==> config.mk <==
export PLATFORM = sky130hd
export DESIGN_NAME = regfile_access_ctrl_flat
export DESIGN_NICKNAME = d
export VERILOG_FILES = /design/src/rtl/regfile_access_ctrl_if.sv /design/src/rtl/regfile_access_ctrl.sv /design/src/flat_wrapper.sv
export SDC_FILE = /design/constraint.sdc
export NUM_CORES = 1
export LEC_CHECK = 0
export CORE_MARGIN = 1.5
export CORE_UTILIZATION = 43
export DETAILED_ROUTE_END_ITERATION = 12
export PLACE_DENSITY = 0.79
export SETUP_SLACK_MARGIN = 0.4
export SYNTH_ARGS = -nofsm -noshare
export SYNTH_HDL_FRONTEND = slang
export SYNTH_SLANG_ARGS = --single-unit
==> constraint.sdc <==
create_clock -name Clock -period 3.4 [get_ports Clock]
set_input_delay 0.85 -clock Clock [delete_from_list [all_inputs] [get_ports Clock]]
set_output_delay 0.85 -clock Clock [all_outputs]
set_load 0.02 [all_outputs]
==> src/rtl/regfile_access_ctrl_if.sv <==
// rtl/regfile_access_ctrl_if.sv - decode, writeback and register-file signals of the access controller
interface regfile_access_ctrl_if;
  // decode operand-read handshake
  logic        RdReq;
  logic [4:0]  RdAddrA;
  logic [4:0]  RdAddrB;
  logic        RdReady;
  logic        OpValid;
  logic [31:0] OpA;
  logic [31:0] OpB;
  // writeback handshake
  logic        WbReq;
  logic [4:0]  WbAddr;
  logic [31:0] WbData;
  logic        WbReady;
  // register-file request interface
  logic [4:0]  ReadAddr1;
  logic [4:0]  ReadAddr2;
  logic [4:0]  WriteAddr;
  logic [31:0] WriteData;
  logic        RegWrite;
  logic [31:0] ReadData1;
  logic [31:0] ReadData2;

  // controller side: initiator towards the regfile, target for decode/writeback
  modport master (
    input  RdReq, RdAddrA, RdAddrB, WbReq, WbAddr, WbData, ReadData1, ReadData2,
    output RdReady, OpValid, OpA, OpB, WbReady,
    output ReadAddr1, ReadAddr2, WriteAddr, WriteData, RegWrite
  );

  // environment side: decode, writeback and the register file itself
  modport slave (
    output RdReq, RdAddrA, RdAddrB, WbReq, WbAddr, WbData, ReadData1, ReadData2,
    input  RdReady, OpValid, OpA, OpB, WbReady,
    input  ReadAddr1, ReadAddr2, WriteAddr, WriteData, RegWrite
  );
endinterface

==> src/rtl/regfile_access_ctrl.sv <==
// rtl/regfile_access_ctrl.sv - register-file access sequencer: buffered writes with priority, stalled reads, r0 forced to zero
module regfile_access_ctrl #(
  parameter int WB_DEPTH = 2,
  parameter int WB_AW    = 1
) (
  input  logic Clock,
  input  logic Reset_n,
  regfile_access_ctrl_if.master bus
);
  typedef enum logic {IDLE, CAPTURE} state_t;

  localparam logic [WB_AW:0] FullCount = (WB_AW+1)'(WB_DEPTH);

  logic [4:0]       fifoAddr [WB_DEPTH];
  logic [31:0]      fifoData [WB_DEPTH];
  logic [WB_AW-1:0] headPtr;
  logic [WB_AW-1:0] tailPtr;
  logic [WB_AW:0]   count;
  logic             empty;
  logic             full;
  logic             wbAccept;
  logic             push;
  logic             pop;

  state_t           state;
  logic [4:0]       latA;
  logic [4:0]       latB;
  logic             rdFire;

  assign empty = (count == '0);
  assign full  = (count == FullCount);

  // Writes to r0 are swallowed at the door so the regfile never sees them.
  assign bus.WbReady = !full;
  assign wbAccept    = bus.WbReq & !full;
  assign push        = wbAccept & (bus.WbAddr != 5'd0);
  assign pop         = !empty;

  // The head is presented whenever something is queued; the regfile takes it every such edge.
  assign bus.RegWrite  = !empty;
  assign bus.WriteAddr = empty ? 5'd0  : fifoAddr[headPtr];
  assign bus.WriteData = empty ? 32'd0 : fifoData[headPtr];

  // Reads only go out with no write queued or arriving, so a read can never overtake a write.
  assign bus.RdReady = Reset_n & (state == IDLE) & empty & !bus.WbReq;
  assign rdFire      = bus.RdReq & bus.RdReady;

  // On the handshake cycle the new addresses go straight to the regfile; otherwise hold the latched ones.
  assign bus.ReadAddr1 = rdFire ? bus.RdAddrA : latA;
  assign bus.ReadAddr2 = rdFire ? bus.RdAddrB : latB;

  // Writeback storage: payload only, occupancy is tracked by the pointer block.
  always_ff @(posedge Clock) begin
    if (push) begin
      fifoAddr[tailPtr] <= bus.WbAddr;
      fifoData[tailPtr] <= bus.WbData;
    end
  end

  // Writeback pointers and occupancy; a reset discards anything still queued.
  always_ff @(posedge Clock or negedge Reset_n) begin
    if (!Reset_n) begin
      headPtr <= '0;
      tailPtr <= '0;
      count   <= '0;
    end else begin
      if (push) tailPtr <= tailPtr + 1'b1;
      if (pop)  headPtr <= headPtr + 1'b1;
      case ({push, pop})
        2'b10:   count <= count + 1'b1;
        2'b01:   count <= count - 1'b1;
        default: count <= count;
      endcase
    end
  end

  // Read sequencer: latch addresses on handshake, capture registered regfile data one cycle later.
  always_ff @(posedge Clock or negedge Reset_n) begin
    if (!Reset_n) begin
      state       <= IDLE;
      latA        <= 5'd0;
      latB        <= 5'd0;
      bus.OpValid <= 1'b0;
      bus.OpA     <= 32'd0;
      bus.OpB     <= 32'd0;
    end else begin
      bus.OpValid <= 1'b0;
      case (state)
        IDLE: begin
          if (rdFire) begin
            latA  <= bus.RdAddrA;
            latB  <= bus.RdAddrB;
            state <= CAPTURE;
          end
        end
        CAPTURE: begin
          bus.OpA     <= (latA == 5'd0) ? 32'd0 : bus.ReadData1;
          bus.OpB     <= (latB == 5'd0) ? 32'd0 : bus.ReadData2;
          bus.OpValid <= 1'b1;
          state       <= IDLE;
        end
        default: state <= IDLE;
      endcase
    end
  end
endmodule

==> src/flat_wrapper.sv <==
// flat-port wrapper written by rule: the top's interface ports become plain ports
module regfile_access_ctrl_flat 
#(
  parameter int WB_DEPTH = 2,
  parameter int WB_AW    = 1
)
  (Clock, Reset_n, bus_RdReq, bus_RdAddrA, bus_RdAddrB, bus_WbReq, bus_WbAddr, bus_WbData, bus_ReadData1, bus_ReadData2, bus_RdReady, bus_OpValid, bus_OpA, bus_OpB, bus_WbReady, bus_ReadAddr1, bus_ReadAddr2, bus_WriteAddr, bus_WriteData, bus_RegWrite);
  regfile_access_ctrl_if bus_i ();
  input  logic Clock;
  input  logic Reset_n;
  input wire logic [$bits(bus_i.RdReq)-1:0] bus_RdReq;
  input wire logic [$bits(bus_i.RdAddrA)-1:0] bus_RdAddrA;
  input wire logic [$bits(bus_i.RdAddrB)-1:0] bus_RdAddrB;
  input wire logic [$bits(bus_i.WbReq)-1:0] bus_WbReq;
  input wire logic [$bits(bus_i.WbAddr)-1:0] bus_WbAddr;
  input wire logic [$bits(bus_i.WbData)-1:0] bus_WbData;
  input wire logic [$bits(bus_i.ReadData1)-1:0] bus_ReadData1;
  input wire logic [$bits(bus_i.ReadData2)-1:0] bus_ReadData2;
  output wire logic [$bits(bus_i.RdReady)-1:0] bus_RdReady;
  output wire logic [$bits(bus_i.OpValid)-1:0] bus_OpValid;
  output wire logic [$bits(bus_i.OpA)-1:0] bus_OpA;
  output wire logic [$bits(bus_i.OpB)-1:0] bus_OpB;
  output wire logic [$bits(bus_i.WbReady)-1:0] bus_WbReady;
  output wire logic [$bits(bus_i.ReadAddr1)-1:0] bus_ReadAddr1;
  output wire logic [$bits(bus_i.ReadAddr2)-1:0] bus_ReadAddr2;
  output wire logic [$bits(bus_i.WriteAddr)-1:0] bus_WriteAddr;
  output wire logic [$bits(bus_i.WriteData)-1:0] bus_WriteData;
  output wire logic [$bits(bus_i.RegWrite)-1:0] bus_RegWrite;
  assign bus_i.RdReq = bus_RdReq;
  assign bus_i.RdAddrA = bus_RdAddrA;
  assign bus_i.RdAddrB = bus_RdAddrB;
  assign bus_i.WbReq = bus_WbReq;
  assign bus_i.WbAddr = bus_WbAddr;
  assign bus_i.WbData = bus_WbData;
  assign bus_i.ReadData1 = bus_ReadData1;
  assign bus_i.ReadData2 = bus_ReadData2;
  assign bus_RdReady = bus_i.RdReady;
  assign bus_OpValid = bus_i.OpValid;
  assign bus_OpA = bus_i.OpA;
  assign bus_OpB = bus_i.OpB;
  assign bus_WbReady = bus_i.WbReady;
  assign bus_ReadAddr1 = bus_i.ReadAddr1;
  assign bus_ReadAddr2 = bus_i.ReadAddr2;
  assign bus_WriteAddr = bus_i.WriteAddr;
  assign bus_WriteData = bus_i.WriteData;
  assign bus_RegWrite = bus_i.RegWrite;
  regfile_access_ctrl #(.WB_DEPTH(WB_DEPTH), .WB_AW(WB_AW)) u_core (.Clock(Clock), .Reset_n(Reset_n), .bus(bus_i));
endmodule
==> summary.md <==
| Metric | Value |
|---|---|
| Antenna Cells | 0 |
| DR pass1 iterations | 7 |
| Hpwl dp | 9690 um |
| Synthesized net count | 477 |
| Register-to-Register Path Depth | 3 |
| Sequential cell area fraction in the yosys report | roughly 73% |
| Type of the worst min-delay path | register to register |
| Worst Path Arrival | 2040 ps |
| Crit path capture type | output port |
| Max Transition Viols Final | 0 |
| Routed vias/inst | around 5.0 |
| CTS tree | done |
| DRT iter0 DRCs | 176 |
| Synth top area cells | edfxtp_1 (38%), dfrtp_1 (35%), a22o_1 (9.7%) |
| Main synth FF type | dfrtp_1 |
| Wire per inst | between 15 and 20 um |
| I/O Buffers | 229 |
| Synth Register Bits | 154 |
| R2R Setup Slk | 1330 ps |
| Final Setup Violations | 0 |
| Hold Buf Count CTS | 0 |
| Commonest cells post-synth | dfrtp_1 (80), edfxtp_1 (74), a22o_1 (64), nor2_1 (43), mux2i_1 (37) |
| Grt ovf | 0 |
| Placed inst area | between 0.008 and 0.009 mm^2 |
| Hold-critical path endpoint | u_core.bus.OpValid$_DFF_PN0_ |
| Top cell type's share of synthesized area | about two fifths |
| Worst setup SP type | primary input |
| Worst Max-Slew Pin Slew | 1080 ps |
| Clock tree buffer depth | 2 |
| Fmax | approximately 350 MHz |
| Initial antenna violation count | 0 |
| Core area | 0.0132 mm^2 |
| Status | finished, final reports clean |
| H-tree depth | 4 |
| CTS Root Cell | clkbuf_16 |
| Number of global-route vias before repair | 4,180 |
| Fraction of layout cells with a size suffix above 1 | 14.9% |
| Count leader, synth | dfrtp_1 |
| Row count | 42 |
| CP required | 2550 ps |
| Tcrit/Tclk final | 84.9% |
| Filler Cell Count | 917 |
| Syn-to-layout area delta | 55.4% |
| Die ar. | 0.0142 mm^2 |
| DRC Markers | 0 |
| Reg2reg start | u_core.count[0]$_DFFE_PN0P_ |
| # clock sinks | roughly 150 |
| VDD IR-drop max | between 0.4 and 0.5 mV |
| Synth unique cells | 22 |
| Yosys top cell by area | edfxtp_1 |
| Mapped Cells | 361 |
| Hold_ws | approximately 480 ps |
| Synthesized area | 0.00580 mm^2 |
| Final setup TNS | 0 ps |
| Xor and xnor area share after synthesis | less than 1% |
| Main combinational cell family by area after synthesis | multiplexers |
| P_leak | 3.69 nW |
| Max-slew headroom | 27.7% |
| Final Hold Viols | 0 |
| Final Cell Area | roughly 0.009 mm^2 |
| Hold depth | 0 |
| Max cap viols | 0 |
| Post-synth EDFFs | 74 |
| GRT Util Overall | 20.3% |
| Vias | between 3,000 and 4,000 |
| Final Core Density | 68.3% |
| CTS clk-pin slew, worst paths | 60 ps |
| Num CTS Buffers | 17 |
| Pin count of the biggest net entering global routing | 67 |
| Post-Synth Adder-Cell Area | 0.216% |
| Worst skew pair latency | 410 ps |
| FF-to-FF End | u_core.fifoData[0][11]$_DFFE_PP_ |
| CP Class | primary input to output port |
| IO Count | 230 |
| Synth warnings | 0 |
| Hold_sp | u_core.state$_DFF_PN0_ |
| Mux contribution to synthesized area | 10.3% |
| Complex-gate fraction of the synthesized area | 10.2% |
| Die Y | 119 um |
| Synth Area in Simple Gates | between 3 and 4% |
| Antenna-violating nets left | 0 |
| Die Wd | 119 um |
| Placer Congestion | around 0.77 |
| Initial core utilization | between 40% and 50% |
| Worst-path fanout max | 8 |
| DRT Wirelength | approximately 14,000 um |
| Synth async-reset ratio | between 50% and 60% |
| RSZ-0062 raised after global routing | false |
| Power per cell area | 952 mW/mm^2 |
| Synth Area per Inst | ~16 um^2 |
| Worst Skew | 7.75 ps |
| First-pass GRT wire length | 22,100 um |
| Min Tclk post-route | about 2900 ps |
| Fin nets | ~720 |
[critical path: stages]
cell and delay (ps):
clkbuf_2 100, nor2_1 120, nand4_1 120, buf_6 150, bufbuf_16 270, mux2_4 300, buf_6 130
[power by group]
group	internal, mW	total (mW)	switching (mW)
combinational	1.92	3.80	1.88
sequential	2.61	2.95	0.341
clock	1.04	1.82	0.786
[worst max-delay path by stage]
stage | startpoint | to | slack [ps] | depth (start not counted)
finish | bus_WbReq | bus_ReadAddr1[1] | 510 | 7
global route | u_core.count[0]$_DFFE_PN0P_ | bus_ReadAddr1[1] | 420 | 6
CTS | bus_RdReq | bus_ReadAddr1[0] | 310 | 6
detailed placement | bus_WbReq | bus_ReadAddr1[3] | -110 | 6
global placement | bus_WbReq | bus_ReadAddr2[0] | -110 | 6
floorplan | bus_WbAddr[0] | u_core.fifoAddr[0][0]$_DFFE_PP_ | 330 | 3
[layout by cell type (no fill, tap or decap)]
| cell type | instances |
|---|---|
| clkdlybuf4s15_2 | 1 |
| clkbuf_2 | 1 |
| clkinv_4 | 1 |
| nand4_1 | 1 |
| edfxtp_1 | 74 |
| buf_6 | 3 |
| buf_12 | 3 |
| clkbuf_16 | 18 |
| clkinvlp_4 | 3 |
| inv_8 | 3 |
| nand2b_1 | 1 |
| bufbuf_16 | 1 |
| ha_1 | 1 |
| xor2_1 | 1 |
| o211ai_4 | 1 |
| bufinv_16 | 1 |
| inv_6 | 6 |
| clkinvlp_2 | 1 |
| or4_4 | 1 |
| mux2_2 | 19 |
| inv_2 | 1 |
| inv_1 | 3 |
| buf_4 | 14 |
| nor2_1 | 41 |
| nor3_1 | 2 |
| mux2i_1 | 37 |
| clkdlybuf4s50_1 | 216 |
| a21oi_2 | 2 |
| dfrtp_2 | 1 |
| a22o_1 | 64 |
| buf_2 | 7 |
| dfrtp_1 | 79 |
| dlymetal6s2s_1 | 1 |
| xnor2_1 | 4 |
| mux2_4 | 1 |
| and3_1 | 1 |
| nor2_4 | 3 |
[state kept, by name, indices dropped and copies added (netlist names)]
signal              flops
u_core.bus.OpB         32
u_core.fifoData        64
u_core.count            2
u_core.latB             5
u_core.latA             5
u_core.state            1
u_core.bus.OpA         32
u_core.fifoAddr        10
u_core.headPtr          1
u_core.bus.OpValid      1
u_core.tailPtr          1
[layer usage]
layer / vias up / global-route usage [%] / routed length (um)
met5: - / 0 / 0
met4: 0 / 5.87 / 143
met3: 11 / 6.56 / 1170
met2: 185 / 32.6 / 7090
met1: 1965 / 26.6 / 6010
li1: 1838 / - / -
[cells by family (layout without fill, tap and decap cells)]
family,after synthesis,after routing
DFF,154,154
AOI/OAI and AO/OA,67,67
muxes,57,57
and+or+nand+nor,50,50
buffers and inverters,27,284
xor gates and xnor gates,5,5
adders and majority gates,1,1
[final cells by class]
cell class              instances  area (um^2)  area share (%)
well taps                     176          220            2.45
clock buffers                  17          425            4.72
repair buffers                248         2480            27.6
multi-input cells             180         1480            16.5
flip-flops and latches        154         4230            46.9
clock inverters                15          153            1.70
inverters                       4         15.0           0.167
[through the flow]
step	power, mW	instances	setup WS [ps]
global route	8.98	794	422
global placement	6.65	756	-112
CTS	8.55	790	308
finish	8.58	794	513
detailed placement	6.72	756	-107
floorplan	4.88	361	332
[what timing repair did]
action	in CTS	in global routing
pin swaps	1	2
cloned	1	1
hold endpoints to repair	0	0
gates resized for setup	46	8
setup endpoints to repair	11	20
setup buffers	1	3
Note: power is estimated with default switching activity, not from simulation.
==> RTL edit, RTL diff (same flow settings) <==
`WB_DEPTH` is set to 2 in 2 places; all go to 4.
--- a/src/rtl/regfile_access_ctrl.sv
+++ b/src/rtl/regfile_access_ctrl.sv
@@ -2,3 +2,3 @@
 module regfile_access_ctrl #(
-  parameter int WB_DEPTH = 2,
+  parameter int WB_DEPTH = 4,
   parameter int WB_AW    = 1
--- a/src/flat_wrapper.sv
+++ b/src/flat_wrapper.sv
@@ -3,3 +3,3 @@
 #(
-  parameter int WB_DEPTH = 2,
+  parameter int WB_DEPTH = 4,
   parameter int WB_AW    = 1
Check against the original RTL: not equivalent (a bounded check fails within 4 cycles, from zero or initial values and one cycle with Reset_n low).
==> RTL edit against the unedited design <==
Worst hold slack lost 0.030 ns; cell area shrank 0.47%; routed wire length shrank 2.4%; area after synthesis grew 0.11%; sequential cell count is the same; critical path depth shrank 1; setup slack lost 0.051 ns; register-to-register slack lost 0.21 ns; sequential share of layout area grew 0.22 points; critical endpoint is now bus_ReadAddr2[1].
Power is not compared: it rests on default switching activity, and its combinational part moved more than twofold at a synthesized area within 25%.
==> RTL edit: results <==
metrics = {
    "status": {
        "outcome": "finished clean",
    },
    "detailed_routing": {
        "wl_met2_mm": 6.71,
        "wl_met1_mm": 6.00,
        "drt_iter0_markers": 219,
        "wl_met3_mm": 1.17,
        "wl_mm": 14.1,
    },
    "global_route": {
        "grtUsageMet3_pct": 7.18,
        "grt_max_degree": 81,
        "use_met2_pct": 31.4,
        "grt_pass1_vias": 4066,
        "globalRouteMet1Util_pct": 26.4,
        "grt_use_total_pct": 20.4,
        "grt_pass1_wl_mm": 21.8,
    },
    "critical_path": {
        "worst_r2r_path_depth": 5,
        "endpoint": "bus_ReadAddr2[1]",
        "cp_slowest_stage_delay_ns": 0.35,
        "ff2ff_setup_slack_ns": 1.12,
        "reg2reg_to": "u_core.fifoData[0][2]",
    },
    "cells_and_area": {
        "final-nonclk-buf-share_pct": 27.4,
        "layout-drive-gt1-share_pct": 14.4,
        "multi_input_area_share_pct": 16.5,
        "nNetsFinal": 716,
    },
    "sta": {
        "finalHoldWorstSlack_ns": 0.453,
    },
    "synth": {
        "synth_area_leaders": "edfxtp_1 (38%), dfrtp_1 (35%), a22o_1 (9.7%), mux2i_1 (6.4%), mux2_2 (3.7%)",
        "ys_seq_area_share_pct": 72.8,
    },
    "place": {
        "place_area_um2": 8320,
    },
}
-- RTL edit: cells by family (layout without fill, tap and decap cells) --
| kind of cell | Yosys count | count (layout) | synth area share [%] |
|---|---|---|---|
| buf+inv | 28 | 280 | 2.29 |
| mux | 57 | 57 | 10.3 |
| flops | 154 | 154 | 72.8 |
| fa+ha+maj | 1 | 1 | 0.216 |
| compound gates | 67 | 67 | 10.2 |
| simple gates | 49 | 49 | 3.47 |
| xor+xnor | 5 | 5 | 0.755 |
-- RTL edit: per-stage QoR --
| stage | total power, mW | cells | worst slack [ns] | utilization (%) |
|---|---|---|---|---|
| global route | 5.27 | 789 | 0.407 | 67.9 |
| global placement | 3.30 | 752 | -0.0591 | 63.1 |
| detailed placement | 3.31 | 752 | -0.104 | 63.1 |
| floorplan | 2.71 | 361 | 0.333 | - |
| CTS | 5.11 | 789 | 0.405 | 67.9 |
| finish | 5.06 | 789 | 0.462 | 67.9 |
